## config.mk

```make
export PLATFORM = sky130hd
export DESIGN_NAME = pc_gen
export DESIGN_NICKNAME = d
export VERILOG_FILES = /design/src/rtl/pc_gen_pkg.sv /design/src/rtl/pc_gen.sv
export SDC_FILE = /design/constraint.sdc
export NUM_CORES = 1
export LEC_CHECK = 0
export ABC_AREA = 1
export CAP_MARGIN = 40
export CELL_PAD_IN_SITES_DETAIL_PLACEMENT = 1
export CELL_PAD_IN_SITES_GLOBAL_PLACEMENT = 1
export CORE_MARGIN = 2
export CORE_UTILIZATION = 34
export CTS_CLUSTER_SIZE = 28
export DETAILED_ROUTE_END_ITERATION = 7
export GPL_ROUTABILITY_DRIVEN = 0
export GPL_TIMING_DRIVEN = 0
export HOLD_SLACK_MARGIN = 0.08
export PLACE_DENSITY_LB_ADDON = 0.12
export SETUP_SLACK_MARGIN = 0.3
export SYNTH_ARGS = -nofsm -noshare
export SYNTH_HDL_FRONTEND = slang
export SYNTH_SLANG_ARGS = --single-unit
```

## constraint.sdc

```tcl
create_clock -name clk -period 3.3 [get_ports clk]
set_clock_uncertainty 0.2 [all_clocks]
set_input_delay 0.66 -clock clk [delete_from_list [all_inputs] [get_ports clk]]
set_output_delay 0.66 -clock clk [all_outputs]
set_load 0.01 [all_outputs]
```

## src/rtl/pc_gen_pkg.sv

```systemverilog
// rtl/pc_gen_pkg.sv - shared cpu types, state encoding and reset vector for the fetch PC generator
package pc_gen_pkg;

  typedef logic [31:0] virt_t;

  typedef struct packed {
    logic ex;
    logic eret;
    logic tlb_op;
  } pipeline_flush_t;

  typedef struct packed {
    logic  valid;
    logic  br_op;
    logic  br_taken;
    virt_t target;
  } predict_result_t;

  typedef enum logic [1:0] {
    ST_SEQ     = 2'd0,
    ST_DS_PEND = 2'd1,
    ST_CORR    = 2'd2
  } pc_state_t;

  localparam virt_t RESET_PC_DEFAULT = 32'hBFC0_0000;

  function automatic logic flush_any(input pipeline_flush_t f);
    return f.ex | f.eret | f.tlb_op;
  endfunction

  function automatic logic pred_taken(input predict_result_t p);
    return p.valid & p.br_op & p.br_taken;
  endfunction

endpackage

```

## src/rtl/pc_gen.sv

```systemverilog
// rtl/pc_gen.sv - fetch PC generator with flush redirects, branch delay slot and misprediction correction
module pc_gen
  import pc_gen_pkg::*;
#(
  parameter virt_t RESET_PC = RESET_PC_DEFAULT
) (
  input  logic            clk,
  input  logic            reset,
  input  pipeline_flush_t pipeline_flush,
  input  virt_t           flush_target,
  input  logic            bpu_flush,
  input  virt_t           bpu_correct_target,
  input  predict_result_t bpu_predict_bus,
  input  logic            fetch_ready,
  output virt_t           if_pc,
  output logic            if_valid,
  output logic            correct_finish
);

  pc_state_t state;
  virt_t     pending_target;
  logic      fire;
  virt_t     seq_pc;

  assign fire   = if_valid & fetch_ready;
  assign seq_pc = if_pc + 32'd4;

  always_ff @(posedge clk or posedge reset) begin
    if (reset) begin
      if_pc          <= RESET_PC;
      if_valid       <= 1'b0;
      correct_finish <= 1'b0;
      state          <= ST_SEQ;
      pending_target <= '0;
    end else begin
      correct_finish <= 1'b0;
      if (flush_any(pipeline_flush)) begin
        if_pc          <= flush_target;
        if_valid       <= 1'b0;
        state          <= ST_SEQ;
        pending_target <= '0;
      end else if (bpu_flush) begin
        if_pc    <= bpu_correct_target;
        if_valid <= 1'b0;
        state    <= ST_CORR;
      end else begin
        if_valid <= 1'b1;
        case (state)
          ST_SEQ: begin
            // A taken prediction refers to the branch just accepted, so if_pc is its delay slot.
            if (pred_taken(bpu_predict_bus)) begin
              if (fire) begin
                if_pc <= bpu_predict_bus.target;
              end else begin
                pending_target <= bpu_predict_bus.target;
                state          <= ST_DS_PEND;
              end
            end else if (fire) begin
              if_pc <= seq_pc;
            end
          end
          ST_DS_PEND: begin
            if (fire) begin
              if_pc <= pending_target;
              state <= ST_SEQ;
            end
          end
          ST_CORR: begin
            if (fire) begin
              if_pc          <= seq_pc;
              correct_finish <= 1'b1;
              state          <= ST_SEQ;
            end
          end
          default: state <= ST_SEQ;
        endcase
      end
    end
  end

endmodule

```

# Yosys cells after proc, flatten, opt, wreduce, memory -nomap -nowiden

Cells that the tools add are included.
Widths: inputs -> output; s select.

Input port bits: 106
Word-level logic and storage cells: 52
Output and inout port bits: 34
Flip-flop bits (word level): 68

Bitwise operators: 5
Reductions and logical operators: 8
Eq/ne operators: 9
Mux-type cells: 24
Add/subtract/negate cells: 1

Operator list:

| operator              | count |
|---|---|
| $mux 32               | 11 |
| $pmux 32 s3           | 1 |
| $add 32x3->32 const B | 1 |
| $ne 4x4->1 const B    | 3 |
| $mux 2                | 5 |
| $mux 1                | 6 |
| $reduce_and 3->1      | 2 |
| $ne 5x5->1 const B    | 1 |
| $reduce_bool 5->1     | 1 |
| $ne 2x1->1 const B    | 2 |
| $ne 4x1->1 const B    | 1 |
| $pmux 2 s2            | 1 |
| $reduce_and 4->1      | 1 |
| $reduce_bool 2->1     | 2 |
| $and 1x1->1           | 3 |
| $eq 2x1->1 const B    | 1 |
| $eq 2x2->1 const B    | 1 |
| $logic_not 2->1       | 1 |
| $or 1x1->1            | 2 |
| $reduce_or 2->1       | 1 |

# Longest topological paths before layout

Gate-level depths: netlist of the first run.

Depth in word-level cells: 6
Depth in mapped cells: 12
Mapped depth without buffers: 12

# Worst setup path after synthesis of the first run

Ideal clock, no wire load.

Kind: in2reg
Start point: input pipeline_flush[1] (netlist name)
End point: register if_pc[7]
Setup time: 132 ps
Path slack: 1270 ps
Path buffers: 1
Data arrival time: 1698 ps
Stages: 9
Path through: nor3_4 -> nand2_4 -> nor2_4 -> nand2_2 -> nand2_4 -> inv_2 -> buf_6 -> nor2_1 -> a21oi_1

Cells in the longest elaborated chain, start to end: 4
Elaborated cells on any way between the ends: 7
Classes of those cells: eq/ne (2); mux (1); bitwise (2); reduce/logical (2)

RTL lines:

| element                                             | RTL line         | source |
|---|---|---|
| start, declared                                     | pc_gen.sv:9      | `input pipeline_flush_t pipeline_flush,` |
| $or 1x1->1 * (2 in a row)                           | pc_gen_pkg.sv:28 | `return f.ex \| f.eret \| f.tlb_op;` |
| $ne 5x5->1 (no source line) (tied with other cells) | n/a              |  |
| $reduce_and 3->1 (no source line)                   | n/a              |  |
| end signal, assigned                                | pc_gen.sv:38     | `if_pc <= flush_target;` |
| end signal, assigned                                | pc_gen.sv:43     | `if_pc <= bpu_correct_target;` |
| end signal, assigned                                | pc_gen.sv:53     | `if_pc <= bpu_predict_bus.target;` |
| end, declared                                       | pc_gen.sv:15     | `output virt_t if_pc,` |

Mark *: on every way between the ends. The rest lies on a longest branch, timed or not.
A chain may end at the register's enable or synchronous reset.

# Worst setup path after layout of the first run

Start point: input fetch_ready
End point: register if_pc[18]

Cells in the longest elaborated chain, start to end: 6
Elaborated cells on any way between the ends: 9
Classes of those cells: eq/ne (2); mux (5); bitwise (1); reduce/logical (1)

RTL lines:

| element              | RTL line     | source |
|---|---|---|
| start, declared      | pc_gen.sv:14 | `input logic fetch_ready,` |
| $and 1x1->1 *        | pc_gen.sv:25 | `assign fire = if_valid & fetch_ready;` |
| $mux 32 (2 in a row) | n/a          |  |
| $pmux 32 s3          | n/a          |  |
| $mux 32 (2 in a row) | n/a          |  |

Marked as above.

==> results.cfg, run 1 <==
[run_status]
status = completed

[floorplan]
start_util = 0.3454
rows = 44
die_h_microns = 125.1
die-area_sq_um = 15640
die_w_microns = 125.1
core_sq_um = 14420
ioPinCount = 140

[worst_setup_path]
crit_path_start_kind = primary input
path_class = primary input to flip-flop
cp-end-kind = flip-flop
critical_path.max_fanout = 8
path_cells = clkdlybuf4s50_1 -> nand2_2 -> inv_2 -> nand2_1 -> nor2_2 -> nand2_1 -> xnor2_1 -> nand2_1 -> nand2_1 -> nand2_1 -> a21oi_1
timing.reg2reg.setup_slack_ns = 0.65
crit_top_cell = nand2_1
crit_arrival_ns = 2.81
crit_buf_inv = 2
worstPathRequired_ns = 3.37
cp_top_family = simple AND/OR/NAND/NOR gates
r2r-end = if_pc[6]
cp_slowest_stage_delay_ns = 0.47
rr_startpoint = state[0]
cp_slowest_cell = clkdlybuf4s50_1
reg2regPathDepth = 8

[global_routing]
antenna_found_initial = 0
grt_pass1_wl_microns = 33260
grt_pass1_vias = 5905
overflow = 0
grt_max_degree = 39
grt.total_usage = 0.2729

[job]
maxCapViolCount = 0

[logic_synthesis]
syn_avg_cell_area_sq_um = 6.901
synth_seq_cells = 68
synth_cell_type_count = 39
syn_area_sq_um = 4982
synth_fp_nets = 832
ys_warn_count = 0
synth.yosys.seq_area_share = 0.3438
syn_inst = 722

[clock_network]
clock_sinks = 68
htreeDepth = 3
cts_tree = built
hold_buffers = 0
numCtsBuffers = 9
path_clk_slew_ns = 0.06
insertion_delay_ns = 0.35
post-cts-setup-buffers = 0
cts_resized = 0
cts_max_path_buffers = 2
cts_root_buffer = clkbuf_16

[placement]
dpl.cell_count = 1046
dp.final_hpwl_microns = 16850
portBuffers = 139
place_ws_ns = 0.2630
place_area_sq_um = 6626

[routing]
wire_per_inst_microns = 20.02
dr_total_vias = 5695
first_pass_iters = 5
routed_wl_microns = 21260
drt_iter0_drc = 393
routed_via_density = 5.363
drc = 0
drtAntennaViolNets = 0

[min_path]
hp-class = flip-flop to flip-flop
hold_end = if_pc[1]
holdPathStages = 2
hold_start = if_pc[1]

[sta]
final-max-slew-violation-count = 0
fmax_mhz = 365.4
hold_violations = 0
max_slew_margin = 0.6147
tightest_slew_ns = 0.5780
period_share = 0.8294
rsz0062_at_grt = no
setup_viol = 0
fin_tns_setup_ns = 0
setup_ws_ns = 0.5631
timing.final.crit_period_ns = 2.737

[finish]
nFillCells = 1874
layout_common_cells = 199 x nand2_1, 139 x clkdlybuf4s50_1, 77 x a21oi_1, 67 x inv_1, 67 x nor2_1
layout-drive-gt1-share = 0.08656
stdcell_area_sq_um = 6934
num_antenna_cells = 0
seqCellArea_sq_um = 1713
nNetsFinal = 983
synthToLayoutAreaGrowth_pct = 39.18
layout_commonest_cell = nand2_1
fin_cells = 1062
multi_input_area_sq_um = 2746

[power]
power.density_nw_per_um2 = 359.7
total_leakage_power_nw = 2.817
vdd_drop_max_mv = 0.2144
total_power_mw = 2.494
-- worst reg2reg max path: stages, from the launching register on --
cell and delay, ns:
dfrtp_1 0.36, inv_1 0.09, ha_1 0.31, clkbuf_1 0.42, clkbuf_1 0.49, a21oi_1 0.09, a21oi_1 0.18, o21ai_0 0.20
a21oi_1 0.22
-- kinds of logic (layout without fill, tap and decap cells) --
| kind of cell | count (synthesis) | in the layout | synth area share |
|---|---|---|---|
| AND/OR/NAND/NOR | 324 | 324 | 0.2808 |
| AO/OA/AOI/OAI | 195 | 195 | 0.2305 |
| XOR/XNOR | 17 | 17 | 0.02988 |
| flip-flops | 68 | 68 | 0.3438 |
| adder cells (fa/ha/maj) | 4 | 4 | 0.01005 |
| buffers and inverters | 114 | 270 | 0.1050 |
-- stage by stage --
step / utilization / hold WS, ns
after floorplan: - / 0.3011
final: 0.4807 / 0.3258
after global placement: 0.4578 / 0.2994
after detailed placement: 0.4594 / 0.3103
after CTS: 0.4807 / 0.3261
after global routing: 0.4807 / 0.3400
-- report_power, final --
group	total [mW]	switching [mW]	internal (mW)
Clock	1.03	0.377	0.649
Sequential	0.941	0.0616	0.879
Combinational	0.528	0.264	0.264
-- synthesized netlist by cell type --
master / number / share of area
or2_2: 1 / 0.0013
nand3_2: 1 / 0.0020
nor2_1: 67 / 0.050
nand2_1: 199 / 0.15
dfrtp_1: 59 / 0.30
nand3_1: 22 / 0.022
clkinv_1: 1 / 0.00075
buf_2: 10 / 0.010
and2_0: 1 / 0.0013
xor2_1: 6 / 0.011
o311ai_0: 2 / 0.0035
o21bai_1: 1 / 0.0015
a21oi_1: 77 / 0.077
inv_2: 5 / 0.0038
dfstp_2: 9 / 0.047
buf_1: 1 / 0.00075
o22ai_1: 7 / 0.0088
nand2_2: 6 / 0.0075
clkbuf_4: 2 / 0.0030
o221ai_1: 2 / 0.0035
clkbuf_1: 17 / 0.013
nand3b_1: 3 / 0.0045
nor2_4: 8 / 0.018
nand2_4: 2 / 0.0045
nor3_1: 2 / 0.0020
o31ai_4: 1 / 0.0043
xnor2_1: 11 / 0.019
and2_1: 1 / 0.0013
ha_1: 4 / 0.010
o211ai_1: 6 / 0.0090
inv_1: 68 / 0.051
nor3_4: 1 / 0.0033
o21ai_0: 64 / 0.064
a221oi_1: 30 / 0.053
o21ai_1: 4 / 0.0040
buf_6: 10 / 0.023
nand4_1: 5 / 0.0063
o31ai_1: 1 / 0.0015
nor2_2: 5 / 0.0063
-- per-layer routing --
metal | vias up | track usage | routed length [microns]
li1 | 2690 | - | -
met1 | 2802 | 0.3779 | 9749
met2 | 184 | 0.4514 | 10030
met3 | 19 | 0.03808 | 1159
met4 | 0 | 0.06863 | 324
met5 | - | 0 | 0
-- layout make-up --
cell class	count	share of cell area
inverters	74	0.04042
flip-flops and latches	68	0.2470
plain buffers	40	0.03537
clock buffers	15	0.04006
well taps	184	0.03320
multi-input cells	540	0.3961
clock inverters	1	0.004331
repair buffers	140	0.2035
-- flip-flops by register name, summed over array words and instances, names as in the netlist --
name and cells:
correct_finish 1, if_pc 32, if_valid 1, pending_target 32, state 2
-- worst max-delay path by stage --
| stage | endpoint | slack [ns] | start | depth (start not counted) |
|---|---|---|---|---|
| 2_1_floorplan | correct_finish | 0.74 | reset | 1 |
| 3_3_place_gp | pending_target[20] | -0.66 | reset | 2 |
| 3_5_place_dp | pending_target[12] | 0.26 | fetch_ready | 8 |
| 4_1_cts | pending_target[12] | 0.61 | fetch_ready | 8 |
| 5_1_grt | pending_target[12] | 0.38 | fetch_ready | 8 |
| 6_report | if_pc[18] | 0.56 | fetch_ready | 11 |
No activity file was read; power rests on OpenSTA's default activity.
==> run 2: changes to the inputs <==
--- a/config.mk
+++ b/config.mk
@@ -10,7 +10,7 @@
 export CELL_PAD_IN_SITES_DETAIL_PLACEMENT = 1
 export CELL_PAD_IN_SITES_GLOBAL_PLACEMENT = 1
 export CORE_MARGIN = 2
-export CORE_UTILIZATION = 34
+export CORE_UTILIZATION = 31
 export CTS_CLUSTER_SIZE = 28
 export DETAILED_ROUTE_END_ITERATION = 7
 export GPL_ROUTABILITY_DRIVEN = 0
==> constraint.sdc (replaced) <==
create_clock -name clk -period 2.3 [get_ports clk]
set_clock_uncertainty 0.2 [all_clocks]
set_input_delay 0.46 -clock clk [delete_from_list [all_inputs] [get_ports clk]]
set_output_delay 0.46 -clock clk [all_outputs]
set_load 0.01 [all_outputs]
==> run 2 against run 1 <==
  * Via count increased by 6.5%
  * Register-to-register slack lost 0.51 ns
  * Non-clock buffer count rose by 66
  * Total power rose by 56%
  * Combinational power is 86% higher
  * Final area rose by 20%
  * Sequential power grew 43%
  * First-iteration DRC count grew 3.3%
  * Routed wire length up 13%
  * Die area up 9.4%
  * Critical endpoint is now if_pc[6]
  * Largest power group unchanged
==> results.cfg, run 2 (synthesized netlist as in run 1, its figures left out) <==
[run_status]
status = completed

[finish]
reg.largest.list = if_pc (32), pending_target (32), state (2)
nNetsFinal = 1049
layout_commonest_cell = nand2_1
layout-drive-gt1-share = 0.3136
num_antenna_cells = 0
synthToLayoutAreaGrowth_pct = 67.03
nFillCells = 1924
layout_common_cells = 168 x nand2_1, 107 x clkdlybuf4s50_1, 67 x a21oi_1, 59 x inv_1, 59 x buf_4

[worst_setup_path]
crit_path_start_kind = flip-flop
worstPathRequired_ns = 2.37
reg2regPathDepth = 9
r2r-end = if_pc[6]
cp-end-kind = flip-flop
rr_startpoint = if_pc[3]
crit_arrival_ns = 2.23
timing.reg2reg.setup_slack_ns = 0.14
path_class = flip-flop to flip-flop
critical_path.max_fanout = 4

[sta]
timing.final.crit_period_ns = 2.156
hold_violations = 0
rsz0062_at_grt = yes
fin_tns_setup_ns = 0
final-max-slew-violation-count = 0
tightest_slew_ns = 0.5395
hold_ws_ns = 0.2857
fmax_mhz = 463.8
period_share = 0.9374
max_slew_margin = 0.6378
setup_viol = 0

[power]
power.density_nw_per_um2 = 466.5
total_power_mw = 3.882
vdd_drop_max_mv = 0.3766
total_leakage_power_nw = 3.532

[routing]
drt_iter0_drc = 406
drc = 0
drtAntennaViolNets = 0
routed_via_density = 5.231
dr_total_vias = 6068
routed_wl_microns = 24000
wire_per_inst_microns = 20.69
first_pass_iters = 5

[global_routing]
grt_pass1_wl_microns = 34680
grt_pass1_vias = 6151
grt_max_degree = 33
overflow = 0
antenna_found_initial = 0
grt.total_usage = 0.2731

[clock_network]
cts_root_buffer = clkbuf_16
numCtsBuffers = 9
clock_sinks = 68
insertion_delay_ns = 0.36
cts_max_path_buffers = 2
path_clk_slew_ns = 0.06
cts_tree = built
htreeDepth = 3

[placement]
portBuffers = 139
dp.final_hpwl_microns = 17180

[floorplan]
die-area_sq_um = 17100
die_w_microns = 130.8
rows = 46
start_util = 0.3159
ioPinCount = 140
die_h_microns = 130.8
core_sq_um = 15770

[job]
maxCapViolCount = 0

[min_path]
hp-class = primary input to asynchronous set/reset pin
-- run 2: cell types whose count changed in the layout (fill, tap and decap cells not counted), moves of 11 or more --
cell | previous run | this run
nand2_1 | 199 | 168
nor2_1 | 67 | 49
clkbuf_2 | 0 | 11
nor2_4 | 8 | 19
dfrtp_2 | 0 | 19
a221oi_1 | 30 | 14
clkbuf_1 | 20 | 0
clkdlybuf4s50_1 | 139 | 107
o21ai_0 | 64 | 52
dlygate4sd2_1 | 0 | 22
a221oi_2 | 0 | 16
dfrtp_1 | 59 | 40
buf_4 | 0 | 59
nand2_2 | 6 | 32
-- run 2: worst max-delay path, cell delays in order, from the launching register on --
cell,delay (ns)
dfrtp_1,0.38
ha_2,0.18
inv_2,0.05
nor2_4,0.12
nand2_2,0.11
xnor2_1,0.46
nand2_1,0.10
a21oi_1,0.14
o21ai_1,0.16
a21oi_1,0.18
-- run 2: where the power goes --
part	internal [mW]	switching [mW]
combinational	0.491	0.491
sequential	1.27	0.0817
clock	0.946	0.606
-- run 2: cell type report --
type | count | area, sq um | share of cell area
inverters | 74 | 295.3 | 0.03548
clock inverters | 7 | 91.34 | 0.01098
plain buffers | 40 | 339.1 | 0.04075
flip-flops and latches | 68 | 1737 | 0.2087
clock buffers | 9 | 225.2 | 0.02706
repair buffers | 206 | 1987 | 0.2388
multi-input cells | 540 | 3377 | 0.4058
well taps | 216 | 270.3 | 0.03248
-- run 2: what timing repair did --
action / CTS / global route
buffers inserted: 36 / 26
hold buffers: 0 / 0
pin swaps: 37 / 29
resized for setup: 146 / 117
gates cloned: 2 / 1
endpoints found under the setup margin: 96 / 47
-- run 2: routing by layer --
layer  vias up  GRT usage  wire (microns)
met3        37    0.03787            1128
li1       2830          -               -
met4         0    0.07697             442
met1      3010     0.3752           10750
met5         -          0               0
met2       191     0.4516           11690
-- run 2: per-stage QoR --
step	util	worst slack, ns	cell area, sq um	std cells
final	0.5277	0.1440	8322	1160
after global routing	0.5277	0.06026	8322	1160
after CTS	0.4858	0.2430	7661	1133
after detailed placement	0.4245	-0.5192	6695	1079
after global placement	0.4215	-0.4509	6648	1077
after floorplan	-	0.3430	4986	722
-- run 2: worst max path at each step --
stage                           start                  to  slack (ns)  cells past startpoint
final                        if_pc[3]            if_pc[6]        0.14                      9
after global routing        if_pc[23]           if_pc[25]        0.06                     10
after CTS                    if_pc[3]           if_pc[20]        0.24                     12
after detailed placement  fetch_ready  pending_target[19]       -0.52                      8
after global placement    fetch_ready  pending_target[18]       -0.45                      8
after floorplan              state[0]            if_pc[0]        0.34                      9
